[config.mk]
export PLATFORM = sky130hd
export DESIGN_NAME = sram_access_arbiter_flat
export DESIGN_NICKNAME = d
export VERILOG_FILES = /design/src/rtl/sram_access_arbiter_if.sv /design/src/rtl/sram_access_arbiter.sv /design/src/flat_wrapper.sv
export SDC_FILE = /design/constraint.sdc
export NUM_CORES = 1
export LEC_CHECK = 0
export ABC_AREA = 1
export ABC_CLOCK_PERIOD_IN_PS = 3850
export BUFFER_PORTS_ARGS = -buffer_cell sky130_fd_sc_hd__buf_4
export CAP_MARGIN = 20
export CORE_MARGIN = 5
export CORE_UTILIZATION = 40
export CTS_CLUSTER_DIAMETER = 60
export CTS_CLUSTER_SIZE = 8
export DETAILED_ROUTE_END_ITERATION = 7
export GPL_ROUTABILITY_DRIVEN = 0
export GPL_TIMING_DRIVEN = 0
export PLACE_DENSITY = 0.75
export SLEW_MARGIN = 15
export SYNTH_ARGS = -nofsm -noshare
export SYNTH_HDL_FRONTEND = slang
export SYNTH_SLANG_ARGS = --single-unit
[constraint.sdc]
create_clock -name i_clk -period 3.85 [get_ports i_clk]
set_clock_uncertainty 0.15 [all_clocks]
set_input_delay 0.1925 -clock i_clk [delete_from_list [all_inputs] [get_ports i_clk]]
set_output_delay 0.1925 -clock i_clk [all_outputs]
set_load 0.05 [all_outputs]
[src/rtl/sram_access_arbiter_if.sv]
// Bundle of requester-side and Avalon-side signals for sram_access_arbiter.
//   slave  : arbiter view (takes requests and readdata, drives acks and strobes)
//   master : environment view (record/playback requesters plus the SRAM slave)
interface sram_access_arbiter_if #(
  parameter int ADDR_W = 21,
  parameter int DATA_W = 16
);
  logic              i_wr_req;
  logic [ADDR_W-1:0] i_wr_addr;
  logic [DATA_W-1:0] i_wr_data;
  logic              o_wr_ack;
  logic              i_rd_req;
  logic [ADDR_W-1:0] i_rd_addr;
  logic              o_rd_ack;
  logic [DATA_W-1:0] o_rd_data;
  logic              o_rd_valid;
  logic              o_rd_err;
  logic [ADDR_W-1:0] address;
  logic [1:0]        byteenable;
  logic              read;
  logic              write;
  logic [DATA_W-1:0] writedata;
  logic [DATA_W-1:0] readdata;
  logic              readdatavalid;

  modport slave (
    input  i_wr_req, i_wr_addr, i_wr_data, i_rd_req, i_rd_addr,
           readdata, readdatavalid,
    output o_wr_ack, o_rd_ack, o_rd_data, o_rd_valid, o_rd_err,
           address, byteenable, read, write, writedata
  );

  modport master (
    output i_wr_req, i_wr_addr, i_wr_data, i_rd_req, i_rd_addr,
           readdata, readdatavalid,
    input  o_wr_ack, o_rd_ack, o_rd_data, o_rd_valid, o_rd_err,
           address, byteenable, read, write, writedata
  );
endinterface

[src/rtl/sram_access_arbiter.sv]
// Shares one Avalon SRAM slave port between the record path (writes) and the
// playback path (reads). One command per grant, one outstanding read at most,
// round-robin on contention, read-timeout guard.
// Ports:
//   i_clk : system clock
//   i_rst : synchronous active-high reset
//   bus   : sram_access_arbiter_if.slave (requester handshakes + Avalon master)
module sram_access_arbiter #(
  parameter int ADDR_W     = 21,
  parameter int DATA_W     = 16,
  parameter int RD_TIMEOUT = 16
) (
  input logic                  i_clk,
  input logic                  i_rst,
  sram_access_arbiter_if.slave bus
);

  typedef enum logic [1:0] {IDLE, WRITE, READ, WAIT_RD} state_t;

  localparam logic [7:0] TO_LAST = 8'(RD_TIMEOUT - 1);

  state_t            state, state_d;
  logic              last_rd, last_rd_d;   // 1: last grant went to the read side
  logic [7:0]        cnt, cnt_d;

  logic [ADDR_W-1:0] address_q, address_d;
  logic [1:0]        byteenable_q, byteenable_d;
  logic              read_q, read_d;
  logic              write_q, write_d;
  logic [DATA_W-1:0] writedata_q, writedata_d;
  logic [DATA_W-1:0] rd_data_q, rd_data_d;
  logic              wr_ack_q, wr_ack_d;
  logic              rd_ack_q, rd_ack_d;
  logic              rd_valid_q, rd_valid_d;
  logic              rd_err_q, rd_err_d;

  always_comb begin
    state_d    = state;
    last_rd_d  = last_rd;
    cnt_d      = cnt;
    address_d  = address_q;
    rd_data_d  = rd_data_q;
    rd_valid_d = 1'b0;
    rd_err_d   = 1'b0;

    case (state)
      IDLE: begin
        if (bus.i_wr_req && (!bus.i_rd_req || last_rd)) begin
          state_d   = WRITE;
          last_rd_d = 1'b0;
          address_d = bus.i_wr_addr;
        end else if (bus.i_rd_req) begin
          state_d   = READ;
          last_rd_d = 1'b1;
          address_d = bus.i_rd_addr;
        end
      end
      WRITE: state_d = IDLE;
      READ: begin
        cnt_d = '0;
        if (bus.readdatavalid) begin
          rd_data_d  = bus.readdata;
          rd_valid_d = 1'b1;
          state_d    = IDLE;
        end else begin
          state_d = WAIT_RD;
        end
      end
      WAIT_RD: begin
        // Returned data takes priority over a timeout in the same cycle.
        if (bus.readdatavalid) begin
          rd_data_d  = bus.readdata;
          rd_valid_d = 1'b1;
          state_d    = IDLE;
        end else if (cnt == TO_LAST) begin
          rd_data_d  = '0;
          rd_valid_d = 1'b1;
          rd_err_d   = 1'b1;
          state_d    = IDLE;
        end else begin
          cnt_d = cnt + 8'd1;
        end
      end
      default: state_d = IDLE;
    endcase

    // Strobes are decoded from the next state so they register alongside it.
    write_d      = (state_d == WRITE);
    wr_ack_d     = (state_d == WRITE);
    read_d       = (state_d == READ);
    rd_ack_d     = (state_d == READ);
    byteenable_d = (state_d != IDLE) ? 2'b11 : 2'b00;
    writedata_d  = (state_d == WRITE) ? bus.i_wr_data : '0;
  end

  always_ff @(posedge i_clk) begin
    if (i_rst) begin
      state        <= IDLE;
      last_rd      <= 1'b1;
      cnt          <= '0;
      address_q    <= '0;
      byteenable_q <= '0;
      read_q       <= 1'b0;
      write_q      <= 1'b0;
      writedata_q  <= '0;
      rd_data_q    <= '0;
      wr_ack_q     <= 1'b0;
      rd_ack_q     <= 1'b0;
      rd_valid_q   <= 1'b0;
      rd_err_q     <= 1'b0;
    end else begin
      state        <= state_d;
      last_rd      <= last_rd_d;
      cnt          <= cnt_d;
      address_q    <= address_d;
      byteenable_q <= byteenable_d;
      read_q       <= read_d;
      write_q      <= write_d;
      writedata_q  <= writedata_d;
      rd_data_q    <= rd_data_d;
      wr_ack_q     <= wr_ack_d;
      rd_ack_q     <= rd_ack_d;
      rd_valid_q   <= rd_valid_d;
      rd_err_q     <= rd_err_d;
    end
  end

  assign bus.address    = address_q;
  assign bus.byteenable = byteenable_q;
  assign bus.read       = read_q;
  assign bus.write      = write_q;
  assign bus.writedata  = writedata_q;
  assign bus.o_rd_data  = rd_data_q;
  assign bus.o_wr_ack   = wr_ack_q;
  assign bus.o_rd_ack   = rd_ack_q;
  assign bus.o_rd_valid = rd_valid_q;
  assign bus.o_rd_err   = rd_err_q;

endmodule
[src/flat_wrapper.sv]
// flat-port wrapper written by rule: the top's interface ports become plain ports
module sram_access_arbiter_flat 
#(
  parameter int ADDR_W     = 21,
  parameter int DATA_W     = 16,
  parameter int RD_TIMEOUT = 16
)
  (i_clk, i_rst, bus_i_wr_req, bus_i_wr_addr, bus_i_wr_data, bus_i_rd_req, bus_i_rd_addr, bus_readdata, bus_readdatavalid, bus_o_wr_ack, bus_o_rd_ack, bus_o_rd_data, bus_o_rd_valid, bus_o_rd_err, bus_address, bus_byteenable, bus_read, bus_write, bus_writedata);
  sram_access_arbiter_if #(.ADDR_W(ADDR_W), .DATA_W(DATA_W)) bus_i ();
  input logic i_clk;
  input logic i_rst;
  input wire logic [$bits(bus_i.i_wr_req)-1:0] bus_i_wr_req;
  input wire logic [$bits(bus_i.i_wr_addr)-1:0] bus_i_wr_addr;
  input wire logic [$bits(bus_i.i_wr_data)-1:0] bus_i_wr_data;
  input wire logic [$bits(bus_i.i_rd_req)-1:0] bus_i_rd_req;
  input wire logic [$bits(bus_i.i_rd_addr)-1:0] bus_i_rd_addr;
  input wire logic [$bits(bus_i.readdata)-1:0] bus_readdata;
  input wire logic [$bits(bus_i.readdatavalid)-1:0] bus_readdatavalid;
  output wire logic [$bits(bus_i.o_wr_ack)-1:0] bus_o_wr_ack;
  output wire logic [$bits(bus_i.o_rd_ack)-1:0] bus_o_rd_ack;
  output wire logic [$bits(bus_i.o_rd_data)-1:0] bus_o_rd_data;
  output wire logic [$bits(bus_i.o_rd_valid)-1:0] bus_o_rd_valid;
  output wire logic [$bits(bus_i.o_rd_err)-1:0] bus_o_rd_err;
  output wire logic [$bits(bus_i.address)-1:0] bus_address;
  output wire logic [$bits(bus_i.byteenable)-1:0] bus_byteenable;
  output wire logic [$bits(bus_i.read)-1:0] bus_read;
  output wire logic [$bits(bus_i.write)-1:0] bus_write;
  output wire logic [$bits(bus_i.writedata)-1:0] bus_writedata;
  assign bus_i.i_wr_req = bus_i_wr_req;
  assign bus_i.i_wr_addr = bus_i_wr_addr;
  assign bus_i.i_wr_data = bus_i_wr_data;
  assign bus_i.i_rd_req = bus_i_rd_req;
  assign bus_i.i_rd_addr = bus_i_rd_addr;
  assign bus_i.readdata = bus_readdata;
  assign bus_i.readdatavalid = bus_readdatavalid;
  assign bus_o_wr_ack = bus_i.o_wr_ack;
  assign bus_o_rd_ack = bus_i.o_rd_ack;
  assign bus_o_rd_data = bus_i.o_rd_data;
  assign bus_o_rd_valid = bus_i.o_rd_valid;
  assign bus_o_rd_err = bus_i.o_rd_err;
  assign bus_address = bus_i.address;
  assign bus_byteenable = bus_i.byteenable;
  assign bus_read = bus_i.read;
  assign bus_write = bus_i.write;
  assign bus_writedata = bus_i.writedata;
  sram_access_arbiter #(.ADDR_W(ADDR_W), .DATA_W(DATA_W), .RD_TIMEOUT(RD_TIMEOUT)) u_core (.i_clk(i_clk), .i_rst(i_rst), .bus(bus_i));
endmodule
==> results of run 1 <==
[worst paths after layout]
path	startpoint	endpoint	slack [ns]
worst max-delay path	u_core.cnt[0]	u_core.bus.o_rd_data[4]	2.10
worst min-delay path	bus_readdata[15]	u_core.bus.o_rd_data[15]	0.01
worst max register to register	u_core.cnt[0]	u_core.bus.o_rd_data[4]	2.10
worst min register to register	u_core.bus.o_rd_data[15]	u_core.bus.o_rd_data[15]	0.33
[per-stage QoR]
stage | cell area [um^2] | utilization [%] | power, mW
after detailed placement | 4141 | 57.10 | 1.354
after floorplan | 2974 | - | 1.159
after CTS | 4521 | 62.33 | 1.958
after global routing | 4521 | 62.33 | 2.038
final | 4521 | 62.33 | 1.945
after global placement | 4141 | 57.10 | 1.345
[cell families (layout without fill, tap and decap cells)]
logic type / after synthesis / after routing / synth area share [%]
adders and majority gates: 1 / 1 / 0.4206
DFF: 69 / 69 / 46.44
xor gates and xnor gates: 1 / 1 / 0.2945
buffers and inverters: 69 / 242 / 10.18
and+or+nand+nor: 213 / 213 / 33.61
AOI/OAI and AO/OA: 32 / 32 / 9.045
[area by class of cell]
cell class                 instances  share of cell area [%]
multi-input combinational        247                   28.54
inverter                          48                   3.986
clock inverter                     6                   1.578
clock buffer                      10                   2.823
buffer                            21                   2.712
tap                               99                   2.740
timing repair buffer             157                   27.07
sequential                        69                   30.56
[cells in the mapped netlist]
cell type,n
ha_1,1
o21bai_1,1
nor2_8,1
dfxtp_1,69
nor2_4,2
clkbuf_1,8
buf_12,1
nand2_1,92
inv_2,3
nand2_4,2
nand3_4,2
nor2_1,43
buf_2,7
a21oi_1,8
nor3b_1,1
nor4_1,1
buf_4,5
o21ai_0,1
nand3b_1,1
a31oi_1,1
o211a_1,21
nand2_2,19
nand4_1,2
xor2_1,1
inv_1,45
nor2_2,4
nand3_1,43
[sequential cells by signal (all words and copies together), names as in the netlist]
register	flops
u_core.state	2
u_core.bus.o_rd_data	16
u_core.cnt	8
u_core.bus.writedata	16
u_core.bus.o_rd_valid	1
u_core.bus.byteenable	1
u_core.bus.read	1
u_core.last_rd	1
u_core.bus.write	1
u_core.bus.o_rd_err	1
u_core.bus.address	21
[where the power goes]
group          internal, mW  switching (mW)  leakage [nW]  total [mW]
Sequential            0.770          0.0290         0.565       0.799
Clock                 0.305           0.289        0.0935       0.594
Combinational         0.201           0.350          1.80       0.551
[cell usage in the layout (no fill, tap or decap), types with 18 or more instances in the layout]
cell type,synthesis,routed
dfxtp_1,69,69
inv_1,45,45
buf_4,5,144
o211a_1,21,21
dlygate4sd3_1,0,18
nand2_2,19,19
nand2_1,92,92
nor2_1,43,43
nand3_1,43,43
[repair_timing]
| item | in CTS | in global routing |
|---|---|---|
| endpoints found under the hold margin | 18 | 0 |
| hold buffers | 18 | 0 |
| resized for setup | 0 | 0 |
[worst min-delay path, delay by kind of cell]
kind / cells / cell delay (ns)
and+or+nand+nor: 3 / 0.13
buffers and inverters: 2 / 0.15
[routing by layer]
layer | GRT usage [%] | vias up
met2 | 30.71 | 95
met1 | 21.09 | 1366
met3 | 5.864 | 15
li1 | - | 1541
met5 | 0 | -
met4 | 6.280 | 0
==> flow_summary.yaml, run 1 <==
clock_tree:
  clk_latency_ns: 0.34
  postCtsSetupRepairBufs: 0
  cts_buffers: 9
  path_clk_slew_ns: 0.08
  clock_sinks: 69
  tritoncts: "done"
  cts_root_buf: "clkbuf_8"
  htree_levels: 3
  cts_buffer_depth: 2
die:
  num_rows: 31
  dieArea_mm2: 0.009259
  io_pins: 140
  die_x_um: 96.23
  core_mm2: 0.007253
  fp.dieH_um: 96.23
  initial_core_util_pct: 41.00
place:
  hpwlAfterDp_mm: 6.321
  dp.cells: 623
  port_buffers: 139
  pre_cts_ws_ns: 2.110
sta:
  hold_viol: 0
  rsz0062_at_grt: "false"
  finalSetupViolCount: 0
  fin_crit_sh_pct: 45.56
  finalMaxSlewViolations: 0
  fmax_ghz: 0.5701
  period_minus_slack_ns: 1.754
  fin_ws_ns: 2.096
  slew_headroom_pct: 68.36
  tightestPinTransition_ns: 0.4746
  finalSetupTns_ns: 0
  hold_slack_ns: 0.01344
finish:
  area_growth_pct: 52.00
  nFillCells: 651
  ff_latch_area_mm2: 0.001381
  nNetsFinal: 633
  drive_above_1_share_pct: 35.84
  num_antenna_cells: 0
  final_cells: 657
  multi_input_area_mm2: 0.001290
yosys:
  syn_area_mm2: 0.002974
  synth_top_cell_by_area: "dfxtp_1"
  seq_area_frac_synth_pct: 46.45
  synthCells: 385
  synth.net_count: 465
  synth.top_cell.area_share_pct: 46.45
  netlist-cell-type-count: 27
  synth_area_per_cell_um2: 7.725
  synthTopCellsByArea: "dfxtp_1, nand2_1, nand3_1"
  synth_warnings: 0
  synth-seq-cells: 69
setup_path:
  cp-start-kind: "register"
  cpMostUsedCell: "nand2_2"
  arrival_ns: 1.89
  end_kind: "register"
  cp.buffers_inverters: 1
  crit_type: "register to register"
  path_depth: 10
  path_max_fanout: 10
  max_stage_delay_ns: 0.37
  critPathTopFamily: "simple AND/OR/NAND/NOR gates"
  r2r_cells: 10
  cp.required_ns: 3.99
  slowest_stage: "dfxtp_1"
  path_cells: "ha_1 > nand2_2 > nor2_4 > nand3_4 > nand2_4 > nand3_4 > nor2_8 > buf_12 > nand2_2 > nand2_2"
status:
  outcome: "complete, no violations"
detailed_routing:
  top_layer_used: "met4"
  avgRoutedWirePerCell_um: 12.70
  dr_total_vias: 3017
  dr_wl_met2_mm: 4.243
  drc_errors: 0
  ant_nets: 0
  wl_met3_um: 702
  drtIter0Drc: 111
  wirelength_mm: 8.343
  drt-met1-wl_mm: 3.246
  avgViaCountPerCell: 4.592
  first_pass_iters: 4
global_routing:
  grt_usage_pct: 18.02
  grt_pass1_vias: 2932
  antenna_found_initial: 0
  grt_max_degree: 14
  grt_overflow_total: 0
  grt_pass1_wl_mm: 13.01
pwr:
  p_leak_nw: 2.455
  peakVddDrop_uv: 274.8
  p_per_area_mw_per_mm2: 430.3
hold_path:
  whs_path_depth: 5
  worstHoldPathType: "input pin to register"
run:
  drv_cap: 0
Power figures use the tool's default switching activity.
==> run 2: changes to the inputs <==
--- a/config.mk
+++ b/config.mk
@@ -5,8 +5,8 @@
 export SDC_FILE = /design/constraint.sdc
 export NUM_CORES = 1
 export LEC_CHECK = 0
-export ABC_AREA = 1
-export ABC_CLOCK_PERIOD_IN_PS = 3850
+export ABC_AREA = 0
+export ABC_CLOCK_PERIOD_IN_PS = 1500
 export BUFFER_PORTS_ARGS = -buffer_cell sky130_fd_sc_hd__buf_4
 export CAP_MARGIN = 20
 export CORE_MARGIN = 5
@@ -16,7 +16,7 @@
 export DETAILED_ROUTE_END_ITERATION = 7
 export GPL_ROUTABILITY_DRIVEN = 0
 export GPL_TIMING_DRIVEN = 0
-export PLACE_DENSITY = 0.75
+export PLACE_DENSITY = 0.8
 export SLEW_MARGIN = 15
 export SYNTH_ARGS = -nofsm -noshare
 export SYNTH_HDL_FRONTEND = slang
==> constraint.sdc (replaced) <==
create_clock -name i_clk -period 1.5 [get_ports i_clk]
set_clock_uncertainty 0.15 [all_clocks]
set_input_delay 0.075 -clock i_clk [delete_from_list [all_inputs] [get_ports i_clk]]
set_output_delay 0.075 -clock i_clk [all_outputs]
set_load 0.05 [all_outputs]
==> run 2 against run 1 <==
Effect of this change: the flow now finishes with violations (negative setup slack); wire length increased by 17%; hold slack better by 0.0016 ns; non-clock buffer count increased by 72; global-route usage grew 3.7 points; cell area increased by 15%; critical endpoint is now u_core.bus.o_rd_data[13].
==> flow_summary.yaml, run 2 <==
setup_path:
  timing.rr.start: "u_core.cnt[4]"
  r2r_end: "u_core.bus.o_rd_data[13]"
  path_max_fanout: 6
  slowest_stage: "dfxtp_4"
  crit_type: "register to register"
  r2r_cells: 6
  max_stage_delay_ns: 0.37
  crit_path_end: "u_core.bus.o_rd_data[13]"
  worstSetupStartpoint: "u_core.cnt[4]"
  arrival_ns: 1.63
  cp.buffers_inverters: 2
  critPathTopFamily: "flip-flops"
  cp.required_ns: 1.55
  r2r_slack_ns: -0.08
  path_depth: 6
  end_kind: "register"
  cp-start-kind: "register"
  path_cells: "nor4_4 > buf_4 > a31oi_4 > buf_6 > o21ai_1 > a21oi_1"
yosys:
  ys_top_cells_by_count: "dfxtp_1, nor2_1, nand2_1, a211oi_1, mux2i_1"
  synth.net_count: 364
  seq_area_frac_synth_pct: 50.50
  synth_edf_count: 0
  synth.top_cell.area_share_pct: 50.50
  synth_area_per_cell_um2: 9.631
  synthTopCellsByArea: "dfxtp_1, mux2i_1, a211oi_1"
  synthCells: 284
  syn_area_mm2: 0.002735
  synth_warnings: 0
  netlist-cell-type-count: 38
  async_reset_ff_share_pct: 0
  synth_top_cell_by_area: "dfxtp_1"
  synth-seq-cells: 69
  synthMostInstantiatedCell: "dfxtp_1"
  yosys_most_used_dff: "dfxtp_1"
clock_tree:
  htree_levels: 3
  tritoncts: "done"
  cts_buffer_depth: 2
  clk_latency_ns: 0.33
  clock_sinks: 69
  cts_buffers: 9
  path_clk_slew_ns: 0.08
  cts_root_buf: "clkbuf_8"
pwr:
  p_leak_nw: 2.331
  peakVddDrop_uv: 678.3
  p_per_area_mw_per_mm2: 1019
  p_total_mw: 5.298
sta:
  fin_ws_ns: -0.07752
  fmax_ghz: 0.6339
  finalMaxSlewViolations: 0
  hold_viol: 0
  rsz0062_at_grt: "true"
  finalSetupTns_ns: -0.8093
  hold_slack_ns: 0.01508
  finalSetupViolCount: 19
  slew_headroom_pct: 58.98
  period_minus_slack_ns: 1.578
  fin_crit_sh_pct: 105.2
  tightestPinTransition_ns: 0.6153
die:
  fp.dieH_um: 92.69
  dieArea_mm2: 0.008591
  num_rows: 30
  die_x_um: 92.69
  initial_core_util_pct: 40.71
  core_mm2: 0.006719
  io_pins: 140
global_routing:
  grt_max_degree: 12
  grt_usage_pct: 21.70
  grt_pass1_wl_mm: 14.87
  antenna_found_initial: 0
  grt_overflow_total: 0
  grt_pass1_vias: 3111
finish:
  drive_above_1_share_pct: 42.42
  final_util_pct: 77.41
  num_antenna_cells: 0
  final_cell_mix: "buf_4, dlygate4sd3_1, dfxtp_1"
  nNetsFinal: 603
  largest_register_ffs: 21
  final_common_cell: "buf_4"
  nFillCells: 398
  area_growth_pct: 90.16
detailed_routing:
  ant_nets: 0
  drtIter0Drc: 84
  drc_errors: 0
  avgViaCountPerCell: 4.947
  dr_total_vias: 3008
  first_pass_iters: 4
  avgRoutedWirePerCell_um: 16.11
  wirelength_mm: 9.797
hold_path:
  worstHoldPathType: "input pin to register"
  whs_path_depth: 3
place:
  pre_cts_ws_ns: -0.2479
  port_buffers: 138
  hpwlAfterDp_mm: 5.525
status:
  outcome: "finished with violations"
  violations: "negative setup slack"
run:
  drv_cap: 0
-- run 2: final cells by class --
class / instances / area (um^2) / share of cell area [%]
Clock buffer: 12 / 155.1 / 2.983
Timing Repair Buffer: 230 / 1956 / 37.60
Inverter: 4 / 15.01 / 0.2887
Tap cell: 80 / 100.1 / 1.924
Buffer: 20 / 172.7 / 3.320
Sequential cell: 69 / 1403 / 26.97
Multi-Input combinational cell: 189 / 1330 / 25.57
Clock inverter: 4 / 70.07 / 1.347
-- run 2: cells by family (layout without fill, tap and decap cells) --
family	after synthesis	count (layout)	synth area share, %
adder cells (fa/ha/maj)	1	1	0.4574
flip-flops	69	69	50.50
AO/OA/AOI/OAI	67	67	15.55
buffers and inverters	26	270	5.855
multiplexers	23	23	8.463
AND/OR/NAND/NOR	95	95	18.21
XOR/XNOR	3	3	0.9608
-- run 2: tightest hold or removal path, cell delays in order --
cell      delay, ns
buf_4          0.08
mux2i_1        0.08
a211oi_2       0.22
-- run 2: routing by layer --
metal / up-vias / wire (um) / track usage [%]
met3: 25 / 599 / 5.768
met1: 1407 / 3544 / 22.30
met4: 0 / 257 / 9.890
met5: - / 0 / 0
met2: 113 / 5396 / 40.73
li1: 1463 / - / -
-- run 2: where the power goes --
group	internal, mW	switching, mW	leakage [nW]
registers	1.95	0.0781	0.570
logic	0.686	0.881	1.64
clock network	1.02	0.680	0.116
-- run 2: worst min-delay path by stage --
stage,startpoint,to,slack [ns]
floorplan,bus_i_wr_data[0],u_core.bus.writedata[0],0.05
global placement,bus_i_wr_data[0],u_core.bus.writedata[0],0.13
detailed placement,bus_i_wr_data[0],u_core.bus.writedata[0],0.13
CTS,bus_i_rd_addr[17],u_core.bus.address[17],0.003
global route,bus_i_rd_addr[17],u_core.bus.address[17],0.06
finish,bus_i_rd_addr[17],u_core.bus.address[17],0.02
-- run 2: timing repair --
item,4_1_cts,5_1_grt
endpoints found under the hold margin,60,0
setup buffers,6,7
pin swaps,11,15
gates resized for setup,25,34
setup endpoints to repair,57,46
gates cloned,1,2
hold buffers,76,0
-- run 2: through the flow --
stage	instance area [um^2]	std cells
3_3_place_gp	3910	502
4_1_cts	4997	600
3_5_place_dp	3910	502
5_1_grt	5201	608
2_1_floorplan	2774	284
6_report	5201	608
